[config.mk]
export PLATFORM = sky130hd
export DESIGN_NAME = sram_port_arb
export DESIGN_NICKNAME = d
export VERILOG_FILES = /design/src/rtl/sram_port_arb.sv
export SDC_FILE = /design/constraint.sdc
export NUM_CORES = 1
export LEC_CHECK = 0
export ABC_AREA = 1
export BUFFER_PORTS_ARGS = -buffer_cell sky130_fd_sc_hd__buf_2
export CORE_AREA = 2 2 103 105
export DETAILED_ROUTE_END_ITERATION = 8
export DIE_AREA = 0 0 105 107
export REMOVE_ABC_BUFFERS = 1
export SLEW_MARGIN = 20
export SYNTH_ARGS = -nofsm -noshare
export SYNTH_HDL_FRONTEND = slang
export SYNTH_SLANG_ARGS = --single-unit
[constraint.sdc]
create_clock -name clk -period 2.8 [get_ports clk]
set_input_delay 0.42 -clock clk [delete_from_list [all_inputs] [get_ports clk]]
set_output_delay 0.42 -clock clk [all_outputs]
set_load 0.03 [all_outputs]
[src/rtl/sram_port_arb.sv]
// Arbitrates one single-ported SRAM between a read-only fetch port and a read/write data port (optional ARB_STAT_EN adds grant/starvation counters).
// Latency: grant is combinational; read data returns RD_LAT cycles after grant, tagged to the owning port.
// Backpressure: a requester holds its request until granted; data wins unless fetch was denied STARVE_MAX cycles in a row.
module sram_port_arb #(
    parameter int ADDR_W     = 32,
    parameter int DATA_W     = 32,
    parameter int RD_LAT     = 1,
    parameter int STARVE_MAX = 4
) (
    input  logic              clk,
    input  logic              resetn,
    input  logic              i_req,
    input  logic [ADDR_W-1:0] i_addr,
    output logic              i_gnt,
    output logic              i_rvalid,
    output logic [DATA_W-1:0] i_rdata,
    input  logic              d_req,
    input  logic              d_we,
    input  logic [ADDR_W-1:0] d_addr,
    input  logic [DATA_W-1:0] d_wdata,
    output logic              d_gnt,
    output logic              d_rvalid,
    output logic [DATA_W-1:0] d_rdata,
    output logic              sram_en,
    output logic              sram_we,
    output logic [ADDR_W-1:0] sram_addr,
    output logic [DATA_W-1:0] sram_wdata,
    input  logic [DATA_W-1:0] sram_rdata,
`ifdef ARB_STAT_EN
    output logic [31:0]       stat_i_gnt,
    output logic [31:0]       stat_d_gnt,
    output logic [15:0]       stat_starve,
`endif
    output logic              busy
);

    typedef enum logic {PRI_D, PRI_I} arb_state_t;

    localparam logic [2:0] STARVE_LIM = 3'(STARVE_MAX - 1);

    arb_state_t        state, state_nxt;
    logic [2:0]        starve_cnt, starve_cnt_nxt;
    logic              force_sw;
    logic [RD_LAT-1:0] tag_vld;
    logic [RD_LAT-1:0] tag_own;   // 1 = fetch port, 0 = data port

    always_comb begin
        i_gnt          = 1'b0;
        d_gnt          = 1'b0;
        state_nxt      = state;
        starve_cnt_nxt = 3'd0;
        if (resetn) begin
            if (state == PRI_I) begin
                i_gnt = i_req;
                d_gnt = d_req & ~i_req;
            end else begin
                d_gnt = d_req;
                i_gnt = i_req & ~d_req;
            end
        end
        force_sw = (state == PRI_D) && i_req && !i_gnt && (starve_cnt == STARVE_LIM);
        if (force_sw)
            state_nxt = PRI_I;
        else if ((state == PRI_I) && i_gnt)
            state_nxt = PRI_D;
        if (i_req && !i_gnt)
            starve_cnt_nxt = (starve_cnt == 3'h7) ? starve_cnt : starve_cnt + 3'd1;
    end

    always_ff @(posedge clk or negedge resetn) begin
        if (!resetn) begin
            state      <= PRI_D;
            starve_cnt <= 3'd0;
        end else begin
            state      <= state_nxt;
            starve_cnt <= starve_cnt_nxt;
        end
    end

    assign sram_en    = i_gnt | d_gnt;
    assign sram_we    = d_gnt & d_we;
    assign sram_addr  = d_gnt ? d_addr : (i_gnt ? i_addr : '0);
    assign sram_wdata = d_gnt ? d_wdata : '0;

    // Tags track only reads so writes never raise rvalid.
    always_ff @(posedge clk or negedge resetn) begin
        if (!resetn) begin
            tag_vld <= '0;
            tag_own <= '0;
        end else begin
            for (int k = RD_LAT - 1; k > 0; k--) begin
                tag_vld[k] <= tag_vld[k-1];
                tag_own[k] <= tag_own[k-1];
            end
            tag_vld[0] <= sram_en & ~sram_we;
            tag_own[0] <= i_gnt;
        end
    end

    assign i_rvalid = tag_vld[RD_LAT-1] & tag_own[RD_LAT-1];
    assign d_rvalid = tag_vld[RD_LAT-1] & ~tag_own[RD_LAT-1];
    assign i_rdata  = i_rvalid ? sram_rdata : '0;
    assign d_rdata  = d_rvalid ? sram_rdata : '0;
    assign busy     = |tag_vld;

`ifdef ARB_STAT_EN
    always_ff @(posedge clk or negedge resetn) begin
        if (!resetn) begin
            stat_i_gnt  <= '0;
            stat_d_gnt  <= '0;
            stat_starve <= '0;
        end else begin
            if (i_gnt && (stat_i_gnt != '1))
                stat_i_gnt <= stat_i_gnt + 32'd1;
            if (d_gnt && (stat_d_gnt != '1))
                stat_d_gnt <= stat_d_gnt + 32'd1;
            if (force_sw && (stat_starve != '1))
                stat_starve <= stat_starve + 16'd1;
        end
    end
`endif

endmodule

Yosys cells after proc, flatten, opt, wreduce, memory -nomap -nowiden
Index checks and enable logic that the tools add are counted.
{"block": "totals", "register_bits": 6, "input_bits": 133, "output_inout_bits": 135, "elab_cells": 40}
{"block": "op_classes", "addsub": 1, "eq_ne": 3, "n_mux": 13, "bitwise_logic": 12, "reduce_logical": 7}
{"op": "32-bit two-way mux", "n": 5}
{"op": "1-bit bitwise AND", "n": 6}
{"op": "1-bit two-way mux", "n": 6}
{"op": "3-bit two-way mux", "n": 2}
{"op": "1-bit logical AND", "n": 5}
{"op": "1-bit NOT", "n": 5}
{"op": "3-bit by 1-bit adder with 3-bit output, second input constant", "n": 1}
{"op": "3-bit by 2-bit == test with 1-bit output, second input constant", "n": 1}
{"op": "3-bit == test, second input constant", "n": 1}
{"op": "2-bit inequality test, second input constant", "n": 1}
{"op": "2-bit nonzero test", "n": 1}
{"op": "1-bit zero test", "n": 1}
{"op": "1-bit bitwise OR", "n": 1}

Longest topological paths before layout
Gate-level depths: netlist of the first run.
{"block": "depth", "word_depth": 8, "depth_mapped": 7}

Worst setup path before layout of the first run
OpenSTA, ideal clock, no wires.
{"block": "synth_path", "kind": "register -> output", "startpoint": "reg tag_vld, in the netlist busy", "endpoint": "out d_rdata[14]", "arrival_time_ns": 1.515, "slack_ns": 0.865, "path_stages_with_launch": 6, "path_buffers": 2, "cell_sequence": "dfrtp_1 > inv_1 > or2_2 > buf_2 > buf_6 > nor2_1"}
{"block": "synth_via", "elab_chain_cells": 2}
{"item": "from (decl)", "line": "44", "rtl": "logic [RD_LAT-1:0] tag_vld;"}
{"item": "from (signal, indexed assignment)", "line": "92", "rtl": "tag_vld[k] <= tag_vld[k-1];"}
{"item": "1-bit bitwise AND", "line": "101", "rtl": "assign d_rvalid = tag_vld[RD_LAT-1] & ~tag_own[RD_LAT-1];"}
{"item": "32-bit two-way mux", "line": "103", "rtl": "assign d_rdata = d_rvalid ? sram_rdata : '0;"}
{"item": "to (decl)", "line": "23", "rtl": "output logic [DATA_W-1:0] d_rdata,"}
Every way passes these cells.

Final worst setup path of the first run
{"block": "layout_path", "startpoint": "in resetn", "endpoint": "out sram_wdata[29]"}
{"block": "layout_via", "elab_chain_cells": 2}
{"item": "from (decl)", "line": "11", "rtl": "input logic resetn,"}
{"item": "1-bit two-way mux", "line": "52", "rtl": "if (resetn) begin"}
{"item": "32-bit two-way mux", "line": "83", "rtl": "assign sram_wdata = d_gnt ? d_wdata : '0;"}
{"item": "to (decl)", "line": "27", "rtl": "output logic [DATA_W-1:0] sram_wdata,"}
Every way passes these cells.

==> qor.yml, run 1 <==
run_status:
  status: "finished clean"
detailed_routing:
  drt-pass1-iter-count: 4
  antenna_left: 0
  vias: 2580
  drc: 0
  wirelength_um: 7160
  drtIter0Drc: 187
  wl_per_cell_um: 10.1
  via_per_inst: 3.64
final_layout:
  layout_common_cells: "buf_2, nor2_1, nand2_1"
  drive_gt1_frac: 0.495
  nNetsFinal: 710
  design_area_mm2: 0.00289
  utilization: 0.287
  diodes: 0
  mostFrequentLayoutCell: "buf_2"
  syn_to_final_growth_pct: 98.4
cts:
  cts_resized: 0
  cts_tree: "built"
  cts-root-buf: "clkbuf_8"
  post-cts-setup-buffer-count: 0
  clk_latency_ns: 0.22
  hold_buffers: 0
  cts.sinks: 6
  numCtsBuffers: 3
  clockBufferDepth: 2
  path_clk_slew_ns: 0.04
  htree_levels: 1
sta:
  finalSetupViolCount: 0
  hold_slack_ns: 0.0437
  slew_viol_final: 0
  max_clock_freq_mhz: 454
  fin_crit_sh: 0.787
  finalHoldViolations: 0
  fin_crit_ns: 2.20
  relSlewSlack: 0.609
  tns_ns: 0
  clock_skew_ns: 0.000104
  rsz0062_at_grt: "no"
  worst_pin_slew_ns: 0.586
placed_design:
  portBuffers: 267
  dp.final_hpwl_um: 6340
  dpl_cell_area_mm2: 0.00285
  routabilityCongestion: 0.782
grt:
  overflow: 0
  grt_use_met3: 0.0237
  grt_pass1_vias: 2161
  met2_usage: 0.221
  antenna_found_initial: 0
  grt_pass1_wl_um: 10100
  grt.busiest_layer: "met2"
  grtUsageMet1: 0.117
  grt_max_degree: 35
  track_usage: 0.109
synthesis:
  synth.avg_cell_area_um2: 4.63
  yosysUniqueCellTypes: 18
  yosys_warnings: 0
  syn_inst: 315
  syn_area_mm2: 0.00146
  seq_area_frac_synth: 0.103
  synth_seq_cells: 6
floorplan:
  num_io_pins: 268
  die_h_um: 107
  die-area_mm2: 0.0112
  num_rows: 37
  start_util: 0.144
  core-area_mm2: 0.0101
  die_width_um: 105
pwr:
  leakagePower_nw: 2.30
  switching_share: 0.521
  p_per_area_mw_per_mm2: 254
  clkPwrFrac: 0.175
  ir_drop_mv: 0.158
  power_frac_comb: 0.690
  p_seq_frac: 0.135
  power.switching_uw: 383
  power.internal_uw: 352
worst_setup_path:
  worstPathCellList: "buf_2 -> nand2_1 -> a21oi_4 -> inv_2 -> nor2_1 -> buf_2"
  cp.arrival_ns: 1.78
  criticalPathCategory: "primary input to output port"
  cp-end-kind: "output port"
  required_ns: 2.38
  slowest_delay_ns: 0.33
  r2r_slack_ns: 1.58
  cp_max_fo: 32
  cp_common_cell: "buf_2"
  start_kind: "primary input"
  slowest_stage: "a21oi_4"
worst_hold_path:
  holdCritPathClass: "primary input to asynchronous set/reset pin"
flow_run:
  maxCapViolations: 0
==> metrics by stage <==
step                      power (mW)  setup slack [ns]  instances
after floorplan                0.402             0.459        299
after global placement         0.612             0.610        705
after detailed placement       0.610             0.550        705
after CTS                      0.742             0.548        708
after global routing           0.784             0.420        708
final                          0.735             0.596        708
==> power by group through the flow <==
stage                     Clock [mW]  Sequential (mW)  Combinational (mW)
final                          0.129           0.0991               0.507
after global placement             0            0.100               0.511
after CTS                      0.131           0.0994               0.511
after detailed placement           0            0.101               0.510
after floorplan                    0            0.102               0.300
after global routing           0.137            0.100               0.546
==> critical path: cells and delay by family <==
family                 cells  cell delay, ns
AOI/OAI and AO/OA          1            0.33
buffers and inverters      3            0.72
and+or+nand+nor            2            0.29
==> registers in the layout (all words and copies together), names as in the netlist <==
signal,flops
busy,1
state,1
starve_cnt,3
tag_own,1
==> final cells by class <==
class | instances | area (µm²)
repair buffers | 270 | 1360
clock buffers | 3 | 41.3
fillers | 1174 | 7200
inverters | 75 | 282
multi-input cells | 218 | 890
well taps | 136 | 170
flip-flops and latches | 6 | 150
==> path summary, 6_finish.rpt <==
check / end / start / cells after the start
min reg2reg: starve_cnt[1]$_DFFE_PN0P_ / starve_cnt[1]$_DFFE_PN0P_ / 2
min: state$_DFFE_PN0P_ / resetn / 1
max: sram_wdata[29] / resetn / 6
min in group clk: busy$_DFF_PN0_ / d_we / 4
max reg2reg: tag_own$_DFF_PN0_ / state$_DFFE_PN0P_ / 4
max in group asynchronous: busy$_DFF_PN0_ / resetn / 1
==> kinds of logic (layout without fill, tap and decap cells) <==
| kind of cell | count (synthesis) | in the layout | share of synthesized area |
|---|---|---|---|
| adder cells (fa/ha/maj) | 3 | 3 | 0.0258 |
| AND/OR/NAND/NOR | 210 | 210 | 0.555 |
| AO/OA/AOI/OAI | 4 | 4 | 0.0232 |
| flip-flops | 6 | 6 | 0.103 |
| buffers and inverters | 91 | 348 | 0.287 |
| XOR/XNOR | 1 | 1 | 0.00601 |
==> routing by layer <==
layer  part of all wire  vias up
li1                   -     1379
met1               0.38     1040
met2               0.52      161
met3              0.099        0
met4                  0        0
met5                  0        -
==> synth_stat cells <==
cell      instances  share of area
nand2_2           6          0.026
inv_1            73           0.19
buf_8             1          0.010
a21oi_4           1          0.011
inv_2             2         0.0052
o21a_1            1         0.0052
clkbuf_1          3         0.0077
ha_1              3          0.026
or2_2             1         0.0043
nand2_1         100           0.26
nor2_1          101           0.26
dfrtp_1           6           0.10
nand4_1           1         0.0043
xor2_1            1         0.0060
buf_2             4          0.014
buf_6             8          0.062
a21oi_1           2         0.0069
nand3_1           1         0.0034
Power figures use the tool's default switching activity.
==> run 2, diff against run 1 <==
--- a/config.mk
+++ b/config.mk
@@ -5,11 +5,11 @@
 export SDC_FILE = /design/constraint.sdc
 export NUM_CORES = 1
 export LEC_CHECK = 0
-export ABC_AREA = 1
+export ABC_AREA = 0
 export BUFFER_PORTS_ARGS = -buffer_cell sky130_fd_sc_hd__buf_2
-export CORE_AREA = 2 2 103 105
+export CORE_AREA = 2 2 105 107
 export DETAILED_ROUTE_END_ITERATION = 8
-export DIE_AREA = 0 0 105 107
+export DIE_AREA = 0 0 107 109
 export REMOVE_ABC_BUFFERS = 1
 export SLEW_MARGIN = 20
 export SYNTH_ARGS = -nofsm -noshare
==> constraint.sdc (replaced) <==
create_clock -name clk -period 2 [get_ports clk]
set_input_delay 0.3 -clock clk [delete_from_list [all_inputs] [get_ports clk]]
set_output_delay 0.3 -clock clk [all_outputs]
set_load 0.03 [all_outputs]
==> run 2 against run 1 <==
  * Flip-flop and latch count unchanged
  * Worst hold slack improved by 0.35 ns
  * Die area increased by 3.8%
  * Clock skew increased by 0.0026 ns
  * Sequential share of layout area increased by 0.068 points
  * Utilization decreased by 1.7 points
  * Critical path type is now register to output port
  * Largest power group unchanged
==> qor.yml, run 2 <==
worst_hold_path:
  holdCritPathClass: "primary input to register"
sta:
  relSlewSlack: 0.814  # +0.206
  worst_pin_slew_ns: 0.278  # -0.308 ns
  finalHoldViolations: 0  # unchanged
  clock_skew_ns: 0.00266  # +0.00255 ns
  finalSetupViolCount: 0  # unchanged
  max_clock_freq_mhz: 512
  fin_crit_ns: 1.95
  fin_crit_sh: 0.976
  rsz0062_at_grt: "no"
  slew_viol_final: 0  # unchanged
final_layout:
  final_cell_count_no_fill: 577  # -19%
  largest_reg_flops: 3  # unchanged
  layout_common_cells: "buf_2, and2_1, and3_1, a22o_1, dfrtp_1"
  drive_gt1_frac: 0.644  # +0.150
  largest-register: "starve_cnt"
  mostFrequentLayoutCell: "buf_2"
  syn_to_final_growth_pct: 117
  nNetsFinal: 574  # -19%
synthesis:
  syn_inst: 178  # -43%
  synth_top_area_frac: 0.314  # +0.0542
  synth_top_area_cell: "and2_1"
  yosys_warnings: 0  # unchanged
  synth_most_common_cell: "and2_1"
  yosysUniqueCellTypes: 22  # +4
  synth_seq_cells: 6  # unchanged
  synth.area.top_cells: "and2_1, a22o_1, and3_1"
  seq_area_frac_synth: 0.114  # +0.0113
  ys_async_sr_fraction: 1.00  # unchanged
  synth.avg_cell_area_um2: 7.38  # +59%
  synth_edf_count: 0  # unchanged
  yosys-top-cells-count: "and2_1, a22o_1, and3_1, clkbuf_1"
  syn_area_mm2: 0.00131  # -9.9%
  synthFlopType: "dfrtp_1"
detailed_routing:
  drc: 0  # unchanged
  drt-pass1-iter-count: 4  # unchanged
  wirelength_um: 8470  # +18%
  via_per_inst: 4.08  # +12%
  drtIter0Drc: 105  # -44%
  antenna_left: 0  # unchanged
  wl_per_cell_um: 14.7  # +45%
  vias: 2353  # -8.8%
floorplan:
  die_h_um: 109  # +1.9%
  core-area_mm2: 0.0106  # +5.1%
  die_width_um: 107  # +1.9%
  die-area_mm2: 0.0117  # +3.8%
  num_rows: 38  # +2.7%
  num_io_pins: 268  # unchanged
  start_util: 0.124  # -0.0205
worst_setup_path:
  critPathLaunch: "state$_DFFE_PN0P_"
  endpoint: "sram_addr[19]"
  cp.arrival_ns: 1.65  # -0.13 ns
  cp.depth: 5  # -1
  rr_worst_depth: 3  # -1
  crit_buf_inv: 2  # -1
  crit_family: "simple AND/OR/NAND/NOR gates"
  r2r_start: "state$_DFFE_PN0P_"
  cp_max_fo: 11  # -66%
  slowest_delay_ns: 0.42  # +0.09 ns
  worstPathCellList: "nand2b_2 -> and3_4 -> buf_12 -> a22o_1 -> buf_2"
  criticalPathCategory: "register to output port"
  cp-end-kind: "output port"
  start_kind: "register"
  slowest_stage: "dfrtp_1"
  r2r_slack_ns: 0.78  # -0.80 ns
  timing.rr.end: "busy$_DFF_PN0_"
  required_ns: 1.70  # -0.68 ns
grt:
  track_usage: 0.129  # +0.0200
  grt_pass1_wl_um: 11600  # +15%
  grt_max_degree: 68  # +94%
  grt_pass1_vias: 2151  # -0.46%
  overflow: 0  # unchanged
  antenna_found_initial: 1  # +1
pwr:
  clkPwrFrac: 0.173  # -0.002
  leakagePower_nw: 1.96  # -15%
  switching_share: 0.500  # -0.0211
  p_per_area_mw_per_mm2: 377  # +48%
  power.internal_uw: 538  # +53%
  p_seq_frac: 0.129  # -0.006
  ir_drop_mv: 0.211  # +34%
  power.switching_uw: 538  # +41%
  finalPower_mw: 1.08  # +46%
  power_frac_comb: 0.698  # +0.008
flow_run:
  maxCapViolations: 0  # unchanged
placed_design:
  dp.cells: 569  # -19%
  dp.final_hpwl_um: 7220  # +14%
  routabilityCongestion: 1.01  # +28%
  portBuffers: 267  # unchanged
cts:
  clockBufferDepth: 2  # unchanged
  cts.sinks: 6  # unchanged
  cts-root-buf: "clkbuf_8"
  clk_latency_ns: 0.22  # about the same
  path_clk_slew_ns: 0.04  # about the same
  numCtsBuffers: 3  # unchanged
  cts_tree: "built"
  htree_levels: 1  # unchanged
run_status:
  status: "finished clean"
## run 2: cell count changes after synthesis, sizes merged, moves of 2 or more
cell | previous run | this run
inv | 75 | 2
nor2 | 101 | 5
a22o | 0 | 32
nand2 | 106 | 1
buf | 13 | 11
clkbuf | 3 | 9
and2 | 0 | 66
and3 | 0 | 33
## run 2: cell type report
| cell class | count | area (µm²) |
|---|---|---|
| well taps | 140 | 175 |
| fillers | 1187 | 7750 |
| clock buffers | 3 | 41.3 |
| flip-flops and latches | 6 | 150 |
| diodes | 1 | 2.50 |
| repair buffers | 274 | 1420 |
| inverters | 2 | 7.51 |
| multi-input cells | 151 | 1060 |
## run 2: metal layers
metal | share of wire | global-route usage | routed length, µm
met2 | 0.52 | 0.260 | 4410
met3 | 0.098 | 0.0203 | 833
met5 | 0 | 0 | 0
met4 | 0.0080 | 0.0232 | 68
met1 | 0.37 | 0.141 | 3160
## run 2: cells by family after synthesis
| logic type | count (synthesis) | share of synthesized area |
|---|---|---|
| muxes | 1 | 0.00762 |
| adders and majority gates | 3 | 0.0286 |
| and+or+nand+nor | 108 | 0.508 |
| xor gates and xnor gates | 1 | 0.00667 |
| AOI/OAI and AO/OA | 37 | 0.241 |
| DFF | 6 | 0.114 |
| buffers and inverters | 22 | 0.0943 |
## run 2: stage by stage
stage          instance area, µm²  setup TNS (ns)  hold WS (ns)   util  worst slack [ns]
2_1_floorplan                1200          -40.78       0.00441      -            -0.555
5_1_grt                      2850               0         0.405  0.269           0.00366
4_1_cts                      2850               0         0.407  0.269           0.00960
3_5_place_dp                 2760               0         0.148  0.260             0.113
3_3_place_gp                 2760               0         0.139  0.260             0.156
6_report                     2850               0         0.397  0.269            0.0476
## run 2: worst min path at each step
stage | endpoint | slack, ns | cells past startpoint | from
after floorplan | busy$_DFF_PN0_ | 0.004 | 0 | resetn
after global placement | state$_DFFE_PN0P_ | 0.14 | 1 | resetn
after detailed placement | starve_cnt[0]$_DFFE_PN0P_ | 0.15 | 1 | resetn
after CTS | busy$_DFF_PN0_ | 0.41 | 3 | d_we
after global routing | busy$_DFF_PN0_ | 0.41 | 3 | d_we
final | busy$_DFF_PN0_ | 0.40 | 3 | d_we
## run 2: worst min-delay path, stage by stage
cell and delay, ns:
buf_2 0.12, inv_1 0.06, a21o_1 0.10
## run 2: repair_timing
action                     CTS  global route
pin swaps                    1             0
buffers inserted             2             0
hold endpoints to repair     6             0
gates resized for setup      1             1
hold buffers                 1             0
cloned                       1             0
setup endpoints to repair    3            13
## run 2: power by group through the flow
stage               logic (mW)  clock network, mW  registers, mW
finish                   0.751              0.187          0.139
global route             0.799              0.190          0.140
CTS                      0.758              0.188          0.139
detailed placement       0.742                  0          0.140
global placement         0.735                  0          0.139
floorplan                0.412                  0          0.151
